### config.mk
export PLATFORM = sky130hd
export DESIGN_NAME = icon_hit_arbiter
export DESIGN_NICKNAME = d
export VERILOG_FILES = /design/src/rtl/icon_hit_pkg.sv /design/src/rtl/icon_prio_mux.sv /design/src/rtl/icon_hit_arbiter.sv
export SDC_FILE = /design/constraint.sdc
export NUM_CORES = 1
export LEC_CHECK = 0
export CAP_MARGIN = 20
export CELL_PAD_IN_SITES_DETAIL_PLACEMENT = 0
export CELL_PAD_IN_SITES_GLOBAL_PLACEMENT = 2
export CORE_ASPECT_RATIO = 0.75
export CORE_UTILIZATION = 33
export CTS_BUF_LIST = sky130_fd_sc_hd__clkbuf_4
export DETAILED_ROUTE_END_ITERATION = 8
export DONT_BUFFER_PORTS = 1
export MAX_ROUTING_LAYER = met4
export PLACE_DENSITY_LB_ADDON = 0.1
export SLEW_MARGIN = 20
export SYNTH_ARGS = -nofsm -noshare
export SYNTH_HDL_FRONTEND = slang
export SYNTH_HIERARCHICAL = 1
export SYNTH_SLANG_ARGS = --single-unit
### constraint.sdc
create_clock -name clk -period 1.65 [get_ports clk]
set_input_delay 0.165 -clock clk [delete_from_list [all_inputs] [get_ports clk]]
set_output_delay 0.165 -clock clk [all_outputs]
set_load 0.05 [all_outputs]
### src/rtl/icon_hit_pkg.sv
// Shared types and helpers for the icon hit arbiter: FSM states, default colour
// width and the circular round-robin selector.
package icon_hit_pkg;

    localparam int unsigned DEF_COLOR_W = 12;
    localparam int unsigned MAX_SPRITES = 8;

    typedef enum logic [1:0] {
        IDLE  = 2'd0,
        EVAL  = 2'd1,
        ISSUE = 2'd2
    } state_t;

    // First set bit of pending at or after rr_ptr, wrapping at n (n <= MAX_SPRITES).
    function automatic logic [2:0] next_rr(
        input logic [7:0]  pending,
        input logic [2:0]  rr_ptr,
        input int unsigned n
    );
        logic [2:0] sel;
        logic       found;
        logic [3:0] idx;
        sel   = '0;
        found = 1'b0;
        for (int unsigned k = 0; k < MAX_SPRITES; k++) begin
            idx = {1'b0, rr_ptr} + 4'(k);
            if (idx >= 4'(n))
                idx = idx - 4'(n);
            if (k < n && !found && pending[idx[2:0]]) begin
                sel   = idx[2:0];
                found = 1'b1;
            end
        end
        return sel;
    endfunction

endpackage

### src/rtl/icon_prio_mux.sv
// Registered fixed-priority merge of sprite colour layers; lowest index wins.
module icon_prio_mux
    import icon_hit_pkg::*;
#(
    parameter int unsigned NUM_SPRITES = 4,
    parameter int unsigned COLOR_W     = DEF_COLOR_W
) (
    input  logic                           clk,
    input  logic                           reset,
    input  logic [NUM_SPRITES*COLOR_W-1:0] icon_in,
    input  logic [NUM_SPRITES-1:0]         icon_flag_in,
    output logic [COLOR_W-1:0]             pix_color,
    output logic                           pix_valid
);

    logic [COLOR_W-1:0] nxt_color;
    logic               nxt_valid;

    always_comb begin
        nxt_color = '0;
        nxt_valid = 1'b0;
        for (int unsigned i = 0; i < NUM_SPRITES; i++) begin
            if (icon_flag_in[i] && !nxt_valid) begin
                nxt_color = icon_in[i*COLOR_W +: COLOR_W];
                nxt_valid = 1'b1;
            end
        end
    end

    always_ff @(posedge clk) begin
        if (!reset) begin
            pix_color <= '0;
            pix_valid <= 1'b0;
        end else begin
            pix_color <= nxt_color;
            pix_valid <= nxt_valid;
        end
    end

endmodule

### src/rtl/icon_hit_arbiter.sv
// Sprite pixel merge plus per-frame collision accumulation and round-robin tank_hit issue.
// Optional macro ICON_HIT_SPRITE_COLLIDE_EN adds sprite-vs-sprite collisions and overlap_seen.
module icon_hit_arbiter
    import icon_hit_pkg::*;
#(
    parameter int unsigned NUM_SPRITES = 4,
    parameter int unsigned COLOR_W     = DEF_COLOR_W,
    parameter int unsigned CNT_W       = 8
) (
    input  logic                           clk,
    input  logic                           reset,
    input  logic                           video_on,
    input  logic                           frame_start,
    input  logic [NUM_SPRITES*COLOR_W-1:0] icon_in,
    input  logic [NUM_SPRITES-1:0]         icon_flag_in,
    input  logic                           shell_flag,
    input  logic [NUM_SPRITES-1:0]         tank_reset_in,
    output logic [COLOR_W-1:0]             pix_color,
    output logic                           pix_valid,
    output logic [NUM_SPRITES-1:0]         tank_hit,
    output logic [NUM_SPRITES-1:0]         armed,
    output logic [CNT_W-1:0]               hit_count,
    output logic                           busy
`ifdef ICON_HIT_SPRITE_COLLIDE_EN
    ,
    output logic                           overlap_seen
`endif
);

    localparam int unsigned RR_W = $clog2(NUM_SPRITES);

    state_t                 state;
    logic [NUM_SPRITES-1:0] coll_acc;
    logic [NUM_SPRITES-1:0] coll_now;
    logic [NUM_SPRITES-1:0] pending;
    logic [NUM_SPRITES-1:0] sel_onehot;
    logic [RR_W-1:0]        rr_ptr;
    logic [RR_W-1:0]        sel_idx;
    logic [RR_W-1:0]        rr_next;
    logic [7:0]             pend8;
    logic [2:0]             rr8;
    logic                   frame_pend;
`ifdef ICON_HIT_SPRITE_COLLIDE_EN
    logic                   overlap_now;
`endif

    icon_prio_mux #(
        .NUM_SPRITES (NUM_SPRITES),
        .COLOR_W     (COLOR_W)
    ) u_mux (
        .clk          (clk),
        .reset        (reset),
        .icon_in      (icon_in),
        .icon_flag_in (icon_flag_in),
        .pix_color    (pix_color),
        .pix_valid    (pix_valid)
    );

    always_comb begin
        coll_now = {NUM_SPRITES{video_on & shell_flag}} & icon_flag_in & armed;
`ifdef ICON_HIT_SPRITE_COLLIDE_EN
        // Two or more flags set <=> clearing the lowest set bit leaves something.
        overlap_now = video_on && ((icon_flag_in & (icon_flag_in - NUM_SPRITES'(1))) != '0);
        coll_now    = coll_now | ({NUM_SPRITES{overlap_now}} & icon_flag_in & armed);
`endif
        pend8 = '0;
        pend8[NUM_SPRITES-1:0] = pending;
        rr8 = '0;
        rr8[RR_W-1:0] = rr_ptr;
        sel_idx = RR_W'(next_rr(pend8, rr8, NUM_SPRITES));
        sel_onehot = '0;
        sel_onehot[sel_idx] = 1'b1;
        rr_next = (32'(sel_idx) == NUM_SPRITES - 1) ? '0 : sel_idx + RR_W'(1);
    end

    assign busy = (state != IDLE);

    always_ff @(posedge clk) begin
        if (!reset) begin
            state      <= IDLE;
            coll_acc   <= '0;
            pending    <= '0;
            armed      <= '1;
            rr_ptr     <= '0;
            frame_pend <= 1'b0;
            tank_hit   <= '0;
            hit_count  <= '0;
`ifdef ICON_HIT_SPRITE_COLLIDE_EN
            overlap_seen <= 1'b0;
`endif
        end else begin
            tank_hit <= '0;
            armed    <= armed | tank_reset_in;
            coll_acc <= coll_acc | coll_now;
`ifdef ICON_HIT_SPRITE_COLLIDE_EN
            if (overlap_now)
                overlap_seen <= 1'b1;
`endif
            if (state != IDLE && frame_start)
                frame_pend <= 1'b1;

            case (state)
                IDLE: begin
                    if (frame_start || frame_pend) begin
                        state      <= EVAL;
                        frame_pend <= 1'b0;
                    end
                end
                EVAL: begin
                    pending  <= coll_acc & armed;
                    // Same-cycle collision survives the clear.
                    coll_acc <= coll_now;
`ifdef ICON_HIT_SPRITE_COLLIDE_EN
                    overlap_seen <= overlap_now;
`endif
                    state <= ((coll_acc & armed) != '0) ? ISSUE : IDLE;
                end
                ISSUE: begin
                    if (pending == '0) begin
                        state <= IDLE;
                    end else begin
                        tank_hit <= sel_onehot;
                        pending  <= pending & ~sel_onehot;
                        armed    <= (armed | tank_reset_in) & ~sel_onehot;
                        rr_ptr   <= rr_next;
                        if (hit_count != '1)
                            hit_count <= hit_count + CNT_W'(1);
                    end
                end
                default: state <= IDLE;
            endcase
        end
    end

endmodule

==> out/results.ini <==
[outcome]
status=finished clean

[yosys]
syn-cell-area_um2=1990
synth-edff-count=0
netlist_top_cells_count=dfxtp_1, a21oi_1, nand2b_1, nand2_1, a32o_1
synth_area_leader_cell=dfxtp_1
yosys_register_bits=42
synth.top_cell.area_share_pct=42.2
syn_avg_cell_area_um2=9.71
ys_async_sr_fraction_pct=0
syn_inst=205
synthFlopType=dfxtp_1
yosysSeqAreaShare_pct=42.2
synth_warnings=6
yosys-top-cells-area=dfxtp_1, a32o_1, a221o_1
synth_most_common_cell=dfxtp_1
syn-num-nets=271
yosysUniqueCellTypes=44

[clocking]
cts_made_buffers=5
cts_root_buffer=clkbuf_4
cts_tree=done
cts_num_sinks=42
clockBufferDepth=2
path_clk_slew_ns=0.13
ctsHtreeMaxLevel=2
clk_latency_ns=0.34

[sta]
fmax_ghz=0.620
fin_skew_ns=0.0140
fin_ws_ns=0.0361
setup_tns_ns=0
finalCritPeriodShare_pct=97.8
setup_viol=0
worst_slew_pin_slew_ns=0.941
slew_viol_final=0
maxSlewHeadroom_pct=37.1
period_needed_ns=1.61
fin_hold_ws_ns=0.0566
hold_violations=0

[finish]
drive_gt1_share_pct=18.3
layoutNonFillerInstCount=319
utilization_pct=42.5
area_growth_pct=24.5
fin_area_um2=2480
diodes=0
final_net_count=307

[min_path]
hp-class=in2reg
min_to=u_mux/pix_color[8]
worstHoldStart=icon_flag_in[0]
holdPathStages=2

[global_route]
grt_overflow=0
antenna_found_initial=0
track_usage_pct=17.7
grt_start_max_net_pins=28
grt_pass1_wl_um=8560
grt_pass1_vias=1717

[worst_setup_path]
path_max_fanout=19
cpPeakStageDelay_ns=0.94
r2r-start=rr_ptr[1]
path_delay_family=buffers and inverters
critical_path_class=in2reg
r2r_cells=8
startpoint_type=primary input
crit_top_cell=dlygate4sd3_1
worstPathArrival_ns=1.91
r2r-end=armed[2]
regToRegSetupSlack_ns=0.10
cp_num_buf_inv=2
worst_setup_path_end_kind=register
cp_data_required_time_ns=1.94
crit_chain=dlygate4sd3_1 -> o41a_1 -> dlygate4sd3_1
cp_slowest_cell=dlygate4sd3_1

[power]
vdd_ir_drop_max_v=0.000348
leakage_nw=0.916
powerDensity_nw_per_um2=845
total_power_mw=2.09

[floorplanning]
die_area_um2=6350
fp.dieW_um=91.7
die_h_um=69.3
core_area_um2=5830
fp-row-count=24
ios=91
start_util_pct=34.2

[placement]
place_congestion=0.775
portBuffers=0
place_area_um2=2130
dp.cells=285
place_hpwl_um=3820
place_ws_ns=0.0785

[detailed_routing]
avgRoutedWirePerCell_um=17.2
ant_nets=0
drc=0
vias=1796
initialDrtViolationCount=68
viasPerCell=5.63
wirelength_um=5500
first_pass_iters=5

[job]
drv_cap=0

==> registers in the layout, indices dropped and copies added (netlist names) <==
signal	flops
u_mux/pix_color	12
pending	4
armed	4
hit_count	8
tank_hit	4
frame_pend	1
rr_ptr	2
coll_acc	4
u_mux/pix_valid	1
state	2
==> cell families after synthesis <==
group                      Yosys count  share of synthesized area, %
DFF                                 42                          42.2
muxes                                2                          1.01
and+or+nand+nor                     67                          20.4
AOI/OAI and AO/OA                   72                          28.2
adders and majority gates            5                          3.14
buffers and inverters               17                          5.03
==> per-layer routing <==
metal  share of wire [%]  track usage [%]
met5                   0                -
met2                  46             27.2
met4                0.75             4.06
met3                 6.9             5.26
met1                  47             23.0
==> layout make-up <==
cell class | count | area [um^2]
Sequential cell | 42 | 857
Multi-Input combinational cell | 146 | 1060
Clock buffer | 5 | 37.5
Timing Repair Buffer | 42 | 380
Tap cell | 78 | 97.6
Fill cell | 582 | 3350
Inverter | 4 | 15.0
Clock inverter | 2 | 33.8
==> what timing repair did <==
item	CTS	global route
gates resized for setup	0	7
hold endpoints to repair	35	0
hold buffers	26	0
setup buffers	0	1
setup endpoints to repair	0	12
==> worst max-delay path by stage <==
stage                            endpoint  slack (ns)         start  cells after the start
after floorplan              hit_count[3]        0.04  hit_count[0]                      5
after detailed placement       pending[2]        0.08     rr_ptr[1]                      7
after global placement         pending[0]        0.01     rr_ptr[1]                      7
after CTS                      pending[2]        0.03     rr_ptr[1]                      7
final                     u_mux/pix_valid        0.04         reset                      3
after global routing             armed[2]       -0.01     rr_ptr[1]                      8
==> where the power goes <==
group / internal (mW) / switching (mW)
combinational: 0.140 / 0.132
clock: 0.307 / 0.333
sequential: 1.06 / 0.123
total: 1.51 / 0.588
==> placed cells by master (no fill, tap or decap), types with 2 or more instances in the layout <==
master and instances:
nand4_1 6, o31ai_1 2, or4_1 3, buf_4 16
nand2b_1 15, inv_1 4, and3_1 6, ha_1 4
a221o_1 11, and2_1 2, clkbuf_4 5, o41a_1 2
a21oi_1 19, a32o_1 12, dlygate4sd3_1 26, a22o_1 2
and4_4 2, dfxtp_2 10, nor2_1 3, a211oi_1 4
dfxtp_1 31, o21ai_0 9, nand2_1 14, mux2i_1 2
o2bb2ai_1 4, nor2b_1 3, nand3_1 4
Note: power is estimated with default switching activity, not from simulation.
